## src/rtl/matrix_scan_capture_pkg.sv

```systemverilog
// Shared definitions for the 8x8 matrix scan path: dimensions, frame bit
// mapping and row-strobe helpers used by both the driver and the capture side.
package matrix_scan_capture_pkg;

    localparam int MATRIX_DIM = 8;
    localparam int FRAME_BITS = MATRIX_DIM * MATRIX_DIM;

    // Single source of truth for pixel (r, c) -> frame bit position.
    function automatic int unsigned idx(input int unsigned r, input int unsigned c);
        return MATRIX_DIM * r + c;
    endfunction

    function automatic logic onehot8(input logic [7:0] v);
        return (v != 8'd0) && ((v & (v - 8'd1)) == 8'd0);
    endfunction

    function automatic logic [2:0] row_of(input logic [7:0] v);
        logic [2:0] r;
        r = 3'd0;
        for (int i = 0; i < MATRIX_DIM; i++) begin
            if (v[i]) r = 3'(i);
        end
        return r;
    endfunction

endpackage

```

## src/rtl/matrix_scan_capture_scan_input_filter.sv

```systemverilog
// Synchronizes the asynchronous scan bus, normalizes polarity and raises a
// single accept strobe once a {rows, columns} value has been stable long enough.
module scan_input_filter
    import matrix_scan_capture_pkg::*;
#(
    parameter int ROW_ACTIVE_LOW = 0,
    parameter int COL_ACTIVE_LOW = 0,
    parameter int STABLE_CYCLES  = 4
) (
    input  logic       clk,
    input  logic       rst_n,
    input  logic [7:0] rows_in,
    input  logic [7:0] cols_in,
    output logic       accept,
    output logic [7:0] acc_rows,
    output logic [7:0] acc_cols
);

    localparam logic [7:0] ROW_XOR = (ROW_ACTIVE_LOW != 0) ? 8'hFF : 8'h00;
    localparam logic [7:0] COL_XOR = (COL_ACTIVE_LOW != 0) ? 8'hFF : 8'h00;
    localparam logic [7:0] LAST_CNT = 8'(STABLE_CYCLES - 1);

    logic [7:0]  rows_s1_q, rows_s1_d, rows_s2_q, rows_s2_d;
    logic [7:0]  cols_s1_q, cols_s1_d, cols_s2_q, cols_s2_d;
    logic [15:0] prev_q, prev_d;
    logic [7:0]  count_q, count_d;
    logic        fired_q, fired_d;
    logic [15:0] sample;

    always_comb begin
        rows_s1_d = rows_in;
        rows_s2_d = rows_s1_q;
        cols_s1_d = cols_in;
        cols_s2_d = cols_s1_q;
        sample    = {rows_s2_q ^ ROW_XOR, cols_s2_q ^ COL_XOR};
        prev_d    = sample;
        count_d   = count_q;
        fired_d   = fired_q;
        accept    = 1'b0;
        // fired_q latches after an accept so a held value is accepted only once.
        if (sample != prev_q) begin
            count_d = 8'd0;
            fired_d = 1'b0;
        end else if (!fired_q) begin
            if (count_q == LAST_CNT) begin
                accept  = 1'b1;
                fired_d = 1'b1;
            end else begin
                count_d = count_q + 8'd1;
            end
        end
        acc_rows = prev_q[15:8];
        acc_cols = prev_q[7:0];
    end

    // Synchronizers reset to the idle bus level so no phantom row appears after reset.
    always_ff @(posedge clk) begin
        if (!rst_n) begin
            rows_s1_q <= ROW_XOR;
            rows_s2_q <= ROW_XOR;
            cols_s1_q <= COL_XOR;
            cols_s2_q <= COL_XOR;
            prev_q    <= 16'd0;
            count_q   <= 8'd0;
            fired_q   <= 1'b0;
        end else begin
            rows_s1_q <= rows_s1_d;
            rows_s2_q <= rows_s2_d;
            cols_s1_q <= cols_s1_d;
            cols_s2_q <= cols_s2_d;
            prev_q    <= prev_d;
            count_q   <= count_d;
            fired_q   <= fired_d;
        end
    end

endmodule

```

## src/rtl/matrix_scan_capture.sv

```systemverilog
// Rebuilds 64-bit frames from a row-strobed scan bus and presents each
// completed frame on a valid/ready interface, with a partial-frame timeout.
module matrix_scan_capture
    import matrix_scan_capture_pkg::*;
#(
    parameter int ROW_ACTIVE_LOW = 0,
    parameter int COL_ACTIVE_LOW = 0,
    parameter int STABLE_CYCLES  = 4,
    parameter int TIMEOUT_CYCLES = 2**24
) (
    input  logic                  i_CLK,
    input  logic                  i_RST_n,
    input  logic [7:0]            rows,
    input  logic [7:0]            columns,
    output logic [FRAME_BITS-1:0] o_frame,
    output logic                  o_frame_valid,
    input  logic                  i_frame_ready,
    output logic                  o_locked,
    output logic                  o_err_multirow,
    output logic                  o_overrun
);

    localparam int TW = $clog2(TIMEOUT_CYCLES + 1);
    localparam logic [TW-1:0] TMO_MAX = TW'(TIMEOUT_CYCLES);

    logic                  accept;
    logic [7:0]            acc_rows, acc_cols;
    logic [FRAME_BITS-1:0] buf_q, buf_d, frame_q, frame_d;
    logic [7:0]            seen_q, seen_d, seen_next;
    logic                  valid_q, valid_d, locked_q, locked_d;
    logic                  err_q, err_d, overrun_q, overrun_d;
    logic [TW-1:0]         tmo_q, tmo_d;
    logic [2:0]            row_sel;

    scan_input_filter #(
        .ROW_ACTIVE_LOW(ROW_ACTIVE_LOW),
        .COL_ACTIVE_LOW(COL_ACTIVE_LOW),
        .STABLE_CYCLES (STABLE_CYCLES)
    ) u_filter (
        .clk     (i_CLK),
        .rst_n   (i_RST_n),
        .rows_in (rows),
        .cols_in (columns),
        .accept  (accept),
        .acc_rows(acc_rows),
        .acc_cols(acc_cols)
    );

    // Handshake: a frame transfers on every cycle with o_frame_valid & i_frame_ready;
    // o_frame is held while valid, and a new frame may load in the transfer cycle.
    always_comb begin
        buf_d     = buf_q;
        seen_d    = seen_q;
        seen_next = seen_q;
        frame_d   = frame_q;
        valid_d   = valid_q & ~i_frame_ready;
        locked_d  = locked_q;
        err_d     = 1'b0;
        overrun_d = overrun_q;
        tmo_d     = (tmo_q == TMO_MAX) ? tmo_q : tmo_q + TW'(1);
        row_sel   = row_of(acc_rows);
        if (tmo_q == TMO_MAX) begin
            seen_d   = 8'd0;
            locked_d = 1'b0;
        end
        // Accept is evaluated after the timeout so a coinciding row write wins.
        if (accept) begin
            if (onehot8(acc_rows)) begin
                buf_d[6'(idx(32'(row_sel), 0)) +: 8] = acc_cols;
                seen_next = seen_q | acc_rows;
                seen_d    = seen_next;
                tmo_d     = '0;
                if (seen_next == 8'hFF) begin
                    seen_d   = 8'd0;
                    locked_d = 1'b1;
                    if (!valid_q || i_frame_ready) begin
                        frame_d = buf_d;
                        valid_d = 1'b1;
                    end else begin
                        overrun_d = 1'b1;
                    end
                end
            end else if (acc_rows != 8'd0) begin
                err_d = 1'b1;
            end
        end
    end

    always_ff @(posedge i_CLK) begin
        if (!i_RST_n) begin
            buf_q     <= '0;
            seen_q    <= 8'd0;
            frame_q   <= '0;
            valid_q   <= 1'b0;
            locked_q  <= 1'b0;
            err_q     <= 1'b0;
            overrun_q <= 1'b0;
            tmo_q     <= '0;
        end else begin
            buf_q     <= buf_d;
            seen_q    <= seen_d;
            frame_q   <= frame_d;
            valid_q   <= valid_d;
            locked_q  <= locked_d;
            err_q     <= err_d;
            overrun_q <= overrun_d;
            tmo_q     <= tmo_d;
        end
    end

    assign o_frame        = frame_q;
    assign o_frame_valid  = valid_q;
    assign o_locked       = locked_q;
    assign o_err_multirow = err_q;
    assign o_overrun      = overrun_q;

endmodule

```

## config.mk

```make
export PLATFORM = sky130hd
export DESIGN_NAME = matrix_scan_capture
export DESIGN_NICKNAME = d
export VERILOG_FILES = /design/src/rtl/matrix_scan_capture_pkg.sv /design/src/rtl/matrix_scan_capture_scan_input_filter.sv /design/src/rtl/matrix_scan_capture.sv
export SDC_FILE = /design/constraint.sdc
export NUM_CORES = 1
export LEC_CHECK = 0
export ABC_AREA = 1
export CAP_MARGIN = 15
export CORE_MARGIN = 2
export CORE_UTILIZATION = 48
export DETAILED_ROUTE_END_ITERATION = 12
export GPL_TIMING_DRIVEN = 0
export PLACE_DENSITY_LB_ADDON = 0.3
export SLEW_MARGIN = 10
export SYNTH_ARGS = -nofsm -noshare
export SYNTH_HDL_FRONTEND = slang
export SYNTH_HIERARCHICAL = 1
export SYNTH_SLANG_ARGS = --single-unit
```

## constraint.sdc

```tcl
create_clock -name i_CLK -period 3.1 [get_ports i_CLK]
set_input_delay 0.465 -clock i_CLK [delete_from_list [all_inputs] [get_ports i_CLK]]
set_output_delay 0.465 -clock i_CLK [all_outputs]
set_load 0.02 [all_outputs]
```

==> results of run 1 <==
-- Yosys cell counts, drive strengths merged --
cell / number / share of area
a21oi: 74 / 0.040
a31oi: 1 / 0.00067
and2: 1 / 0.00067
buf: 30 / 0.021
clkbuf: 22 / 0.0088
clkinv: 4 / 0.0016
dfxtp: 222 / 0.47
ha: 6 / 0.0080
inv: 153 / 0.061
nand2: 582 / 0.23
nand3: 37 / 0.022
nand3b: 3 / 0.0024
nand4: 36 / 0.024
nor2: 94 / 0.044
nor3: 13 / 0.0074
nor4: 2 / 0.0013
o21ai: 44 / 0.024
o22ai: 4 / 0.0027
o31ai: 1 / 0.00080
or2: 3 / 0.0020
xnor2: 4 / 0.0037
xor2: 18 / 0.017
-- registers in the layout (all words and copies together), names as in the netlist, 8 cells and up --
register	count
tmo_q	25
buf_q	64
u_filter/count_q	8
o_frame	64
u_filter/cols_s2_q	8
u_filter/cols_s1_q	8
seen_q	8
u_filter/rows_s2_q	8
u_filter/prev_q	16
u_filter/rows_s1_q	8
-- layer usage --
metal | GRT usage | vias to the layer above | part of all wire
li1 | - | 4404 | -
met2 | 0.339 | 203 | 0.45
met5 | 0 | - | 0
met4 | 0.0604 | 0 | 0.021
met1 | 0.292 | 3778 | 0.47
met3 | 0.0374 | 37 | 0.066
-- cell usage in the layout (no fill, tap or decap), types with 9 or more instances in the layout --
cell type	n
nand2_1	576
dfxtp_1	220
inv_1	146
clkdlybuf4s50_1	86
nor2_1	80
a21oi_1	73
nand4_1	36
o21ai_0	35
nand3_1	33
clkbuf_16	23
clkbuf_1	22
buf_2	18
xor2_1	18
buf_4	12
nor3_1	12
nor2_2	9
-- critical path, stage by stage, from the launching register on --
cell and delay, ns:
dfxtp_1 0.34, inv_2 0.10, nand2_1 0.05, nand2_1 0.05, nand2_1 0.04, nand2_1 0.20
nand2_2 0.14, ha_1 0.24, ha_1 0.37, nor2_1 0.21, nand2_1 0.07, nand3b_1 0.15
buf_4 0.18, buf_2 0.18, o21ai_0 0.22, nand2_1 0.09, a21oi_1 0.13
-- final cells by class --
cell class / count / area (µm²) / area share
Multi-Input combinational cell: 923 / 4110 / 0.360
Clock buffer: 28 / 614 / 0.0538
Buffer: 51 / 280 / 0.0246
Timing Repair Buffer: 91 / 898 / 0.0787
Tap cell: 265 / 332 / 0.0291
Inverter: 157 / 589 / 0.0516
Sequential cell: 222 / 4450 / 0.390
Clock inverter: 12 / 146 / 0.0128
-- cells by family (layout without fill, tap and decap cells) --
group / Yosys count / count (layout) / synth area share
xor gates and xnor gates: 22 / 22 / 0.0205
DFF: 222 / 222 / 0.472
AOI/OAI and AO/OA: 124 / 124 / 0.0677
adders and majority gates: 6 / 6 / 0.00798
and+or+nand+nor: 771 / 771 / 0.339
buffers and inverters: 209 / 339 / 0.0926
-- per-stage QoR --
stage | total power (µW) | instances | hold slack, ns | setup TNS, ns
floorplan | 3180 | 1354 | 0.390 | 0
global placement | 3270 | 1705 | 0.394 | 0
detailed placement | 3270 | 1705 | 0.395 | 0
CTS | 6060 | 1745 | 0.408 | 0
global route | 6240 | 1749 | 0.429 | -0.00129
finish | 6020 | 1749 | 0.410 | 0
-- report_power, final --
group	switching, µW	leakage, µW	internal, µW
clock	1130	0.000368	1660
sequential	23.8	0.00180	2880
combinational	220	0.00292	101
total	1380	0.00508	4640
-- worst paths after layout --
kind / startpoint / to / slack, ns / depth (start not counted)
max: u_filter/prev_q[10] / o_frame[5] / 0.26 / 16
min: u_filter/rows_s1_q[7] / u_filter/rows_s2_q[7] / 0.41 / 2
max reg2reg: u_filter/prev_q[10] / o_frame[5] / 0.26 / 16
min reg2reg: u_filter/rows_s1_q[7] / u_filter/rows_s2_q[7] / 0.41 / 2
-- timing repair --
item | in CTS | in global routing
resized for setup | 0 | 17
hold endpoints to repair | 0 | 0
buffers inserted | 0 | 5
setup endpoints to repair | 0 | 75
==> flow_summary.json, run 1 <==
{
  "die_h_um": 144,
  "dpl.hpwl_um": 15400,
  "min_period_ns": 2.84,
  "start_util": 0.487,
  "ir_worst_vdd_mv": 0.426,
  "grt_overflow": 0,
  "io-pin-count": 87,
  "antenna_found_initial": 0,
  "clkTransAtPathRegs_ns": 0.06,
  "netlist_instances": 1354,
  "place_area_mm2": 0.0106,
  "drive_gt1_frac": 0.0761,
  "p_per_area_mw_per_mm2": 528,
  "die-area_mm2": 0.0207,
  "grt_setup_unrepaired": "true",
  "cts.sinks": 222,
  "arrival_ns": 3.29,
  "clockBufferDepth": 3,
  "worstSetupPathType": "reg -> reg",
  "grt_max_degree": 15,
  "hold_viol": 0,
  "firstDrtPassIters": 6,
  "avgSynthCellArea_um2": 6.95,
  "yosysSeqAreaShare": 0.472,
  "relSlewSlack": 0.516,
  "drv_cap": 0,
  "cts_tree": "done",
  "fin_ws_ns": 0.260,
  "num_vias": 8422,
  "p_leak_uw": 0.00508,
  "synth_fp_nets": 1379,
  "ys_warn_count": 6,
  "place.gp.congestion": 0.841,
  "setup_viol": 0,
  "n_antenna_cell": 0,
  "pre_cts_slack_ns": 0.0484,
  "h-tree-depth": 1,
  "crit_fanout": 10,
  "end_kind": "flip-flop",
  "status": "finished, final reports clean",
  "hp-class": "reg -> reg",
  "drt_iter0_markers": 627,
  "ys_types": 34,
  "grtUsageTotal": 0.211,
  "vias_per_cell": 4.82,
  "ant_nets": 0,
  "final_cell_area_mm2": 0.0114,
  "final_max_slew_viol_count": 0,
  "routedWlPerCell_um": 12.3,
  "coreArea_mm2": 0.0193,
  "fillers": 1806,
  "clock_latency_ns": 0.52,
  "ctsHoldBuffers": 0,
  "grt_pass1_wl_um": 35600,
  "io_buffers": 86,
  "ys_ff_latch": 222,
  "cts_root_buffer": "clkbuf_16",
  "area_growth_pct": 21.3,
  "cp-start-kind": "flip-flop",
  "utilization": 0.590,
  "routed_wl_um": 21500,
  "num_rows": 51,
  "critical_path_required_ns": 3.55,
  "fp.dieW_um": 144,
  "drc": 0,
  "cts_buffers": 23,
  "syn_area_mm2": 0.00941,
  "post-route-period-util": 0.916,
  "clock_skew_ns": 0.0222,
  "nets": 1494,
  "worstMarginPinSlew_ns": 0.724,
  "grt_pass1_vias": 7525,
  "fmax_mhz": 352
}
Power figures use the tool's default switching activity.
==> run 2, diff against run 1 <==
--- a/config.mk
+++ b/config.mk
@@ -7,8 +7,10 @@
 export LEC_CHECK = 0
 export ABC_AREA = 1
 export CAP_MARGIN = 15
+export CORE_ASPECT_RATIO = 0.6
 export CORE_MARGIN = 2
 export CORE_UTILIZATION = 48
+export CTS_CLUSTER_SIZE = 24
 export DETAILED_ROUTE_END_ITERATION = 12
 export GPL_TIMING_DRIVEN = 0
 export PLACE_DENSITY_LB_ADDON = 0.3
==> run 2 against run 1 <==
  * Flip-flop and latch count unchanged
  * First-iteration DRC count increased by 27%
  * Combinational power increased by 3%
  * Design area decreased by 0.12%
  * Non-clock buffer count unchanged
  * Via count increased by 2.6%
  * Worst hold slack got worse by 0.0016 ns
  * Register-to-register slack got worse by 0.09 ns
  * Largest power group unchanged
==> flow_summary.json, run 2 (synthesized netlist as in run 1, its figures left out) <==
{
  "status": "finished, final reports clean",
  "critical_path_required_ns": 3.52,
  "ant_nets": 0,
  "cp-start-kind": "flip-flop",
  "grt_pass1_vias": 7695,
  "antenna_found_initial": 0,
  "io-pin-count": 87,
  "end_kind": "flip-flop",
  "crit_fanout": 10,
  "slowest_stage": "dfxtp_1",
  "grt_pass1_wl_um": 37800,
  "worstSetupPathType": "reg -> reg",
  "fp.dieW_um": 185,
  "multi_input_area_mm2": 0.00411,
  "seqCellArea_mm2": 0.00445,
  "power.total_uw": 6000,
  "num_rows": 39,
  "p_per_area_mw_per_mm2": 527,
  "fmax_mhz": 341,
  "cp_cell_sequence": "inv_1, nand2_1, nand2_2, ha_1, ha_1, nor2_1, nand2_1, nand3b_1, buf_4, o21ai_0, nand2_1, a21oi_1",
  "final_max_slew_viol_count": 0,
  "clockBufferDepth": 3,
  "n_antenna_cell": 0,
  "place.gp.congestion": 0.873,
  "crit_start": "u_filter/prev_q[15]",
  "grt_max_degree": 16,
  "ctsHoldBuffers": 0,
  "nets": 1493,
  "vias_per_cell": 4.94,
  "grt_overflow": 0,
  "dpl.hpwl_um": 17000,
  "io_buffers": 86,
  "start_util": 0.492,
  "arrival_ns": 3.36,
  "critPathMaxStageDelay_ns": 0.44,
  "worstMarginPinSlew_ns": 0.702,
  "clock_latency_ns": 0.51,
  "post-route-period-util": 0.945,
  "grtUsageTotal": 0.224,
  "min_from": "u_filter/rows_s1_q[5]",
  "drive_gt1_frac": 0.0735,
  "utilization": 0.596,
  "dp.cells": 1706,
  "setup_viol": 0,
  "drv_cap": 0,
  "hold_viol": 0,
  "drt_iter0_markers": 798,
  "die_h_um": 112,
  "layout_commonest_cell": "nand2_1",
  "die-area_mm2": 0.0208,
  "clock_skew_ns": 0.0122,
  "critical_path.top_delay_family": "simple AND/OR/NAND/NOR gates",
  "min_period_ns": 2.93,
  "num_vias": 8638,
  "routed_wl_um": 23300,
  "hp-class": "reg -> reg",
  "ir_worst_vdd_mv": 0.378,
  "fillers": 1781,
  "firstDrtPassIters": 5,
  "p_leak_uw": 0.00508,
  "drc": 0,
  "crit_path_frequent_cell": "nand2_1",
  "cts_buffers": 22,
  "routedWlPerCell_um": 13.3,
  "final_cell_mix": "nand2_1 (575), dfxtp_1 (221), inv_1 (146)",
  "area_growth_pct": 21.2,
  "coreArea_mm2": 0.0191,
  "final_cells": 1748,
  "cts_root_buffer": "clkbuf_16",
  "r2r_start": "u_filter/prev_q[15]",
  "cts.sinks": 222,
  "h-tree-depth": 1,
  "relSlewSlack": 0.531,
  "clkTransAtPathRegs_ns": 0.06,
  "cts_tree": "done",
  "crit_buf_inv": 2
}
-- run 2: cell count changes in the layout (fill, tap and decap cells not counted), sizes merged --
cell,previous run,this run
buf,35,34
clkbuf,49,51
clkinvlp,3,0
-- run 2: final timing paths --
| path | end | slack, ns | cells past startpoint |
|---|---|---|---|
| worst min register to register | u_filter/rows_s2_q[5] | 0.41 | 2 |
| worst min-delay path | u_filter/rows_s2_q[5] | 0.41 | 2 |
| worst max-delay path | o_frame[4] | 0.17 | 12 |
| worst max register to register | o_frame[4] | 0.17 | 12 |
-- run 2: worst register-to-register path: stages, from the launching register on --
cell      delay [ns]
dfxtp_1         0.44
inv_1           0.11
nand2_1         0.22
nand2_2         0.14
ha_1            0.24
ha_1            0.38
nor2_1          0.21
nand2_1         0.07
nand3b_1        0.33
buf_4           0.27
o21ai_0         0.21
nand2_1         0.09
a21oi_1         0.13
-- run 2: repair_timing --
action	4_1_cts	5_1_grt
gates resized for setup	1	20
endpoints found under the setup margin	1	83
endpoints found under the hold margin	0	0
buffers inserted	0	4
cloned	0	0
pin swaps	0	1
-- run 2: routing by layer --
layer  wire length, µm  GRT usage  share of wire  up-vias
met1             11800      0.346           0.51     3896
met4               397     0.0529          0.017        0
met2              9220      0.318           0.40      301
li1                  -          -              -     4405
met3              1840     0.0467          0.079       36
met5                 0          0              0        -
-- run 2: cell type report --
| cell class | instances | area share |
|---|---|---|
| multi-input combinational | 923 | 0.360 |
| timing repair buffer | 90 | 0.0781 |
| tap | 266 | 0.0292 |
| clock buffer | 29 | 0.0542 |
| buffer | 52 | 0.0251 |
| clock inverter | 9 | 0.0112 |
| sequential | 222 | 0.390 |
| inverter | 157 | 0.0517 |
-- run 2: report_power, final --
| group | leakage (µW) | internal (µW) | total (µW) | switching [µW] |
|---|---|---|---|---|
| logic | 0.00291 | 102 | 331 | 229 |
| clock network | 0.000369 | 1650 | 2770 | 1110 |
| registers | 0.00180 | 2880 | 2910 | 24.6 |
-- run 2: per-stage QoR --
step / setup slack, ns / TNS [ns] / area [µm²] / hold slack [ns]
floorplan: 0.638 / 0 / 9410 / 0.390
global placement: 0.136 / 0 / 10600 / 0.395
detailed placement: 0.00357 / 0 / 10600 / 0.398
CTS: 0.00566 / 0 / 11400 / 0.413
global route: -0.0158 / -0.0220 / 11400 / 0.429
finish: 0.169 / 0 / 11400 / 0.408
==> run 3, diff against run 2 <==
--- a/config.mk
+++ b/config.mk
@@ -9,7 +9,7 @@
 export CAP_MARGIN = 15
 export CORE_ASPECT_RATIO = 0.6
 export CORE_MARGIN = 2
-export CORE_UTILIZATION = 48
+export CORE_UTILIZATION = 45
 export CTS_CLUSTER_SIZE = 24
 export DETAILED_ROUTE_END_ITERATION = 12
 export GPL_TIMING_DRIVEN = 0
==> run 3 against run 2 <==
  * Sequential share of layout area rose by 0.075 points
  * Critical path depth did not move
  * Routed wire length rose by 1.7%
  * Clock power fell by 3%
  * Critical path type unchanged
  * Highest routed layer unchanged
==> flow_summary.json, run 3 (synthesized netlist as in run 1, its figures left out) <==
{
  "power_frac_clock": 0.454,
  "routedWlPerCell_um": 13.5,
  "ctsHoldBuffers": 0,
  "ant_nets": 0,
  "routed_wl_um": 23700,
  "fp.dieW_um": 191,
  "cts_tree": "done",
  "drc": 0,
  "p_seq_frac": 0.489,
  "grt_pass1_wl_um": 38400,
  "clock_skew_ns": 0.00934,
  "clkTransAtPathRegs_ns": 0.07,
  "holdWs_ns": 0.406,
  "start_util": 0.464,
  "die_h_um": 116,
  "h-tree-depth": 1,
  "hp-class": "reg -> reg",
  "die-area_mm2": 0.0221,
  "n_antenna_cell": 0,
  "netSwitchingFraction": 0.229,
  "p_per_area_mw_per_mm2": 522,
  "grt_pass1_vias": 7638,
  "setup_viol": 0,
  "critical_path_required_ns": 3.53,
  "io-pin-count": 87,
  "drive_gt1_frac": 0.0742,
  "grt_overflow": 0,
  "crit_fanout": 10,
  "intPower_uw": 4580,
  "p_leak_uw": 0.00507,
  "cts.sinks": 222,
  "grtUsageTotal": 0.216,
  "cp-start-kind": "flip-flop",
  "power.switching_uw": 1360,
  "ir_worst_vdd_mv": 0.336,
  "end_kind": "flip-flop",
  "area_growth_pct": 21.0,
  "firstDrtPassIters": 5,
  "drt_iter0_markers": 806,
  "io_buffers": 86,
  "num_rows": 40,
  "drv_cap": 0,
  "min_period_ns": 2.91,
  "place.gp.congestion": 0.905,
  "final_cell_mix": "nand2_1 (576), dfxtp_1 (220), inv_1 (146)",
  "grt_max_degree": 16,
  "worstMarginPinSlew_ns": 0.668,
  "coreArea_mm2": 0.0203,
  "final_max_slew_viol_count": 0,
  "cts_buffers": 21,
  "cts_root_buffer": "clkbuf_16",
  "post-route-period-util": 0.939,
  "dpl.hpwl_um": 17400,
  "relSlewSlack": 0.555,
  "hold_viol": 0,
  "power_frac_comb": 0.056,
  "clock_latency_ns": 0.51,
  "status": "finished, final reports clean",
  "fmax_mhz": 344,
  "clockBufferDepth": 3,
  "arrival_ns": 3.34,
  "power.total_uw": 5940,
  "vias_per_cell": 4.94,
  "antenna_found_initial": 1,
  "num_vias": 8668,
  "nets": 1493,
  "layout_commonest_cell": "nand2_1",
  "worstSetupPathType": "reg -> reg"
}
-- run 3: changes by cell type in the layout (fill, tap and decap cells not counted), sizes merged --
| cell | before | now |
|---|---|---|
| buf | 34 | 36 |
| clkbuf | 51 | 50 |
| inv | 154 | 153 |
-- run 3: worst paths after layout --
check / end / cells after the start / start / slack (ns)
setup / recovery: o_frame[4] / 12 / u_filter/prev_q[13] / 0.19
setup reg to reg: o_frame[4] / 12 / u_filter/prev_q[13] / 0.19
hold / removal: u_filter/cols_s2_q[3] / 2 / u_filter/cols_s1_q[3] / 0.41
hold reg to reg: u_filter/cols_s2_q[3] / 2 / u_filter/cols_s1_q[3] / 0.41
-- run 3: metrics by stage --
| step | area (µm²) | TNS (ns) | std cells | utilization | setup WS, ns |
|---|---|---|---|---|---|
| global route | 11400 | -0.0125 | 1755 | 0.561 | -0.0125 |
| floorplan | 9410 | 0 | 1354 | - | 0.638 |
| global placement | 10600 | 0 | 1713 | 0.523 | 0.0929 |
| CTS | 11300 | 0 | 1750 | 0.559 | 0.0429 |
| finish | 11400 | 0 | 1755 | 0.561 | 0.189 |
| detailed placement | 10600 | 0 | 1713 | 0.523 | 0.0408 |
-- run 3: critical path, cell delays in order (launching register included) --
cell and delay [ns]:
dfxtp_1 0.49, nor2_1 0.11, nand2_1 0.22, nand2_2 0.14, ha_1 0.25, ha_1 0.37, nor2_1 0.20, nand2_1 0.06
nand3b_1 0.27, buf_2 0.24, o21ai_0 0.26, nand2_1 0.11, a21oi_1 0.12
-- run 3: layout make-up --
type                       count  area (µm²)
timing repair buffer          92         906
inverter                     157         589
clock buffer                  29         596
fill                        1916        8890
clock inverter                 8         115
buffer                        51         280
tap                          273         342
multi-input combinational    923        4110
sequential                   222        4450
-- run 3: routing by layer --
layer	share of wire	vias to the layer above	wire length [µm]	global-route usage
li1	-	4400	-	-
met1	0.50	3957	11900	0.331
met2	0.39	275	9320	0.313
met3	0.085	36	2020	0.0385
met4	0.019	0	453	0.0496
met5	0	-	0	0
-- run 3: timing repair --
action | 4_1_cts | 5_1_grt
buffers inserted | 0 | 6
resized for setup | 1 | 17
endpoints found under the setup margin | 1 | 61
pin swaps | 0 | 1
-- run 3: power groups by stage --
| stage | sequential, µW | clock (µW) | combinational (µW) |
|---|---|---|---|
| 6_report | 2900 | 2700 | 335 |
| 4_1_cts | 2900 | 2720 | 315 |
| 3_3_place_gp | 2970 | 0 | 304 |
| 2_1_floorplan | 2960 | 0 | 216 |
| 3_5_place_dp | 2970 | 0 | 310 |
| 5_1_grt | 2910 | 2870 | 375 |
==> RTL change 1, RTL diff (settings of run 2) <==
The package constant `MATRIX_DIM` goes from 8 to 16.
--- a/src/rtl/matrix_scan_capture_pkg.sv
+++ b/src/rtl/matrix_scan_capture_pkg.sv
@@ -2,7 +2,7 @@
 // mapping and row-strobe helpers used by both the driver and the capture side.
 package matrix_scan_capture_pkg;
 
-    localparam int MATRIX_DIM = 8;
+    localparam int MATRIX_DIM = 16;
     localparam int FRAME_BITS = MATRIX_DIM * MATRIX_DIM;
 
     // Single source of truth for pixel (r, c) -> frame bit position.
Interface: changed (resized o_frame); port bits go from 87 to 279. No check against the original RTL was run, so the function may have changed too.
==> RTL change 1 against run 2 <==
Total power grew 11%; sequential cell count rose by 16; setup slack improved by 65 ps; clock power up 3%; core utilization rose by 0.95 points; wire length increased by 19%; area after synthesis increased by 25%; cell area increased by 28%; largest cell class is now multi-input gates; highest routed layer unchanged.
==> RTL change 1: results (changes against run 2) <==
status=finished clean; initial antenna violation count=0 (unchanged); CP Data Arrival Time=3310 ps (-50 ps); gr usage total=21.00% (-1.4 points); NumNets Final=2041 (+37%); Worst-path clk slew=70 ps; fill count=2249 (+26%); drt via density=4.309 (-13%); sequential-to-total area share from yosys stat=40.45% (-6.8 points); first-pass GRT wire length=44300 um (+17%); worst slack at placement=-56.83 ps (-60.40 ps); Area contributors post-synth=dfxtp_1, nand2_1, buf_4; Root Buffer=clkbuf_16; post-cts sizing count=3 (+2); Relative slew margins=55.62% (+2.5 points); worst vdd ir=0.0003355 V (-11%); worst min path class=primary input to flop; Max Slew Vio Count=0 (unchanged); Post-synth top cells=nand2_1, inv_1, dfxtp_1; placed wire-length estimate=20690 um (+22%); Clock Latency Late Sink=520 ps; Post-synth ARST share=0% (unchanged); initial drt markers=727 (-8.9%); Top FF cell, synth=dfxtp_1; setup bufs post-CTS=0 (unchanged); layout cells sized above 1=14.78% (+7.4 points); largest net degree at the start of global routing=16 (unchanged); RD Place Congestion=0.8690 (-0.46%); average wire per standard cell=11.77 um (-12%); Pint=5.003 mW (+7.9%); Max Clock Skew=17.84 ps (+5.630 ps); Adder-Cell Fraction of Synth Area=0.8499% (+0.052 points); post-synthesis cell type count=37 (+8.8%); complex-gate fraction of the synthesized area=4.919% (-1.9 points); Port Buffers=93 (+8.1%); synth warn=6 (unchanged); leakage=7.769 nW (+53%); post-synthesis mux area share=0% (unchanged); vias in the first global route=8912 (+16%); Antenna diodes=0 (unchanged); clk buf depth=3 (unchanged); drt pass-1 iters=5 (unchanged); xor-xnor portion of the synthesized cell area=1.190% (-0.86 points); H-tree depth=1 (unchanged); crit-path max FO=12 (+2); CTS Buf Count=22 (unchanged)
-- RTL change 1: cell types whose count changed in the layout (fill, tap and decap cells not counted), sizes merged, moves of 19 or more --
cell,run 2,this run
conb,0,184
buf,34,214
nand2,582,426
inv,154,308
nor2,94,230
nand3,37,93
a21oi,74,40
o21ai,44,63
-- RTL change 1: cell families (layout without fill, tap and decap cells) --
| kind of cell | after synthesis | in the layout |
|---|---|---|
| AO/OA/AOI/OAI | 111 | 111 |
| XOR/XNOR | 16 | 16 |
| adder cells (fa/ha/maj) | 8 | 8 |
| buffers and inverters | 547 | 680 |
| flip-flops | 238 | 238 |
| other | 1 | 184 |
| AND/OR/NAND/NOR | 793 | 793 |
-- RTL change 1: layout make-up --
type | instances | area [um2] | area share (%)
multi-input cells | 1112 | 4866 | 33.33
flip-flops and latches | 238 | 4767 | 32.65
plain buffers | 238 | 1704 | 11.67
inverters | 309 | 1160 | 7.945
repair buffers | 93 | 930.9 | 6.376
clock buffers | 33 | 671.9 | 4.602
well taps | 322 | 402.9 | 2.760
clock inverters | 7 | 96.34 | 0.6599
-- RTL change 1: critical path: stages (launching register included) --
cell      delay (ps)
dfxtp_1          450
nand2_1           80
nand2_1           80
nand2_1           50
nand2_1           50
nand2_1          130
nand2_4          170
inv_1            120
clkbuf_4         220
ha_2             230
clkbuf_2         200
nor2_1           510
nand3_1          170
o21ai_0          140
nor2_1           100
nor2_1           100
-- RTL change 1: power by group through the flow --
stage,sequential [mW],combinational [mW],clock [mW]
after floorplan,3.17,0.568,0
after global placement,3.17,0.653,0
after detailed placement,3.17,0.659,0
after CTS,3.10,0.664,2.91
after global routing,3.11,0.747,3.04
final,3.11,0.689,2.86
-- RTL change 1: final timing paths --
kind	start	end	cells past startpoint	slack [ps]
setup / recovery	u_filter/prev_q[9]	o_frame[51]	15	230
hold / removal	i_RST_n	u_filter/prev_q[6]	3	240
setup reg to reg	u_filter/prev_q[9]	o_frame[51]	15	230
hold reg to reg	u_filter/cols_s1_q[1]	u_filter/cols_s2_q[1]	2	410
-- RTL change 1: per-layer routing --
layer	wire [um]	up-vias	track usage [%]
li1	-	5330	-
met1	13560	4440	31.54
met2	11550	326	31.07
met3	2131	38	3.962
met4	437	0	4.538
met5	0	-	0
-- RTL change 1: metrics by stage --
step	std cells	area [um2]
after floorplan	1897	12460
after global placement	2312	13800
after detailed placement	2312	13800
after CTS	2352	14570
after global routing	2352	14600
final	2352	14600
==> RTL change 2, RTL diff (settings of run 2) <==
Made on the original files. Take the reset off `buf_q` and load it in a clocked block of its own.
--- a/src/rtl/matrix_scan_capture.sv
+++ b/src/rtl/matrix_scan_capture.sv
@@ -88,7 +88,6 @@
 
     always_ff @(posedge i_CLK) begin
         if (!i_RST_n) begin
-            buf_q     <= '0;
             seen_q    <= 8'd0;
             frame_q   <= '0;
             valid_q   <= 1'b0;
@@ -97,7 +96,6 @@
             overrun_q <= 1'b0;
             tmo_q     <= '0;
         end else begin
-            buf_q     <= buf_d;
             seen_q    <= seen_d;
             frame_q   <= frame_d;
             valid_q   <= valid_d;
@@ -108,6 +106,10 @@
         end
     end
 
+    always_ff @(posedge i_CLK) begin
+        buf_q <= buf_d;
+    end
+
     assign o_frame        = frame_q;
     assign o_frame_valid  = valid_q;
     assign o_locked       = locked_q;
Behaviour: no difference found for any inputs over 10 cycles, from zero or initial values and one cycle with i_RST_n low; that may be too few to reach the edited logic, so the function may still have changed.
==> RTL change 2 against run 2 <==
Sequential cell count did not move; maximum frequency is 0.70% higher; global-route usage shrank 0.48 points; cell area is 1.6% higher; area after synthesis is 2.5% higher; total power shrank 0.82%; wire length up 0.90%; setup slack improved by 20 ps; sequential power is 4% higher; critical path depth increased by 1; core utilization shrank 1.3 points; critical path type unchanged; critical endpoint is now o_frame[1].
==> RTL change 2: results (changes against run 2) <==
status=finished clean; Post-synth EDFFs=64 (+64); vias=8113 (-6.1%); gr usage total=21.97% (-0.48 points); first-pass GRT wire length=37750 um (about the same); worst min path class=primary input to flop; worst slack at placement=-141.4 ps (-144.9 ps); placed wire-length estimate=16990 um (-0.12%); CP Data Arrival Time=3340 ps (-20 ps); leakage=4.871 nW (-4.1%); Post-Synthesis Cells=1228 (-9.3%); layout cells sized above 1=8.721% (+1.4 points); Slew @ Worst Pin=681.4 ps (-20.23 ps); drt total wl=23470 um (+0.90%); Pint=4.533 mW (-2.2%); post-synthesis cell type count=35 (+2.9%); RD Place Congestion=0.8443 (-3.3%); Area contributors post-synth=dfxtp_1, edfxtp_1, nand2_1; largest net degree at the start of global routing=74 (+58); Synth Net Count=1253 (-9.1%); fill count=1740 (-2.3%); Max Clock Skew=15.28 ps (+3.070 ps); initial drt markers=750 (-6.0%); drt via density=4.990 (+0.97%); Port Buffers=85 (-1.2%); Post-synth top cells=nand2_1, inv_1, dfxtp_1; DP Cell Count=1586 (-7.0%); sequential-to-total area share from yosys stat=52.76% (+5.5 points); H-tree depth=1 (unchanged)
==> RTL change 2: power by group through the flow <==
stage / Sequential [mW] / Clock, mW / Combinational, mW
3_5_place_dp: 3.10 / 0 / 0.362
5_1_grt: 3.03 / 2.65 / 0.444
3_3_place_gp: 3.10 / 0 / 0.354
4_1_cts: 3.03 / 2.54 / 0.372
2_1_floorplan: 3.09 / 0 / 0.259
6_report: 3.03 / 2.52 / 0.399
==> RTL change 2: worst max-delay path, cell delays in order, from the launching register on <==
cell	delay (ps)
dfxtp_1	460
inv_1	90
nand2_1	220
nand2_4	120
buf_4	200
ha_1	220
ha_1	330
clkbuf_4	230
nor3b_2	200
nand3_2	130
buf_4	210
o21ai_2	160
nand3_1	100
a21oi_1	170
==> RTL change 2: repair_timing <==
action	CTS	global route
pin swaps	1	1
endpoints found under the setup margin	71	117
gates resized for setup	5	29
setup buffers	2	0
==> RTL change 2: path summary, 6_finish.rpt <==
| check | start | to | slack, ps | cells after the start |
|---|---|---|---|---|
| worst max-delay path | u_filter/prev_q[15] | o_frame[1] | 190 | 13 |
| worst min-delay path | i_RST_n | u_filter/prev_q[15] | 260 | 3 |
| worst max register to register | u_filter/prev_q[15] | o_frame[1] | 190 | 13 |
| worst min register to register | u_filter/rows_s1_q[4] | u_filter/rows_s2_q[4] | 410 | 2 |
==> RTL change 2: metal layers <==
metal	vias to the layer above	share of wire (%)	global-route usage, %
li1	4099	-	-
met1	3721	52	35.82
met2	268	38	29.84
met3	25	8.3	4.246
met4	0	1.3	3.704
met5	-	0	0
==> RTL change 2: logic make-up (layout without fill, tap and decap cells) <==
logic type	Yosys count	in the layout	share of synthesized area (%)
AND/OR/NAND/NOR	654	654	29.59
flip-flops	222	222	52.76
AO/OA/AOI/OAI	112	112	5.920
buffers and inverters	215	340	9.230
adder cells (fa/ha/maj)	6	6	0.7789
XOR/XNOR	19	19	1.727
==> RTL change 2: stage by stage <==
step           area (um2)  hold slack, ps
2_1_floorplan        9638           390.5
3_3_place_gp        10830           397.9
3_5_place_dp        10830           395.5
4_1_cts             11530           253.6
5_1_grt             11590           264.3
6_report            11590           257.0
==> RTL change 2: area by class of cell <==
cell class	instances	area [um2]	area share, %
clock buffers	30	621.8	5.367
well taps	273	341.6	2.948
repair buffers	87	865.8	7.472
inverters	171	644.4	5.561
clock inverters	8	48.80	0.4211
plain buffers	44	269.0	2.322
multi-input cells	791	3709	32.01
flip-flops and latches	222	5087	43.90
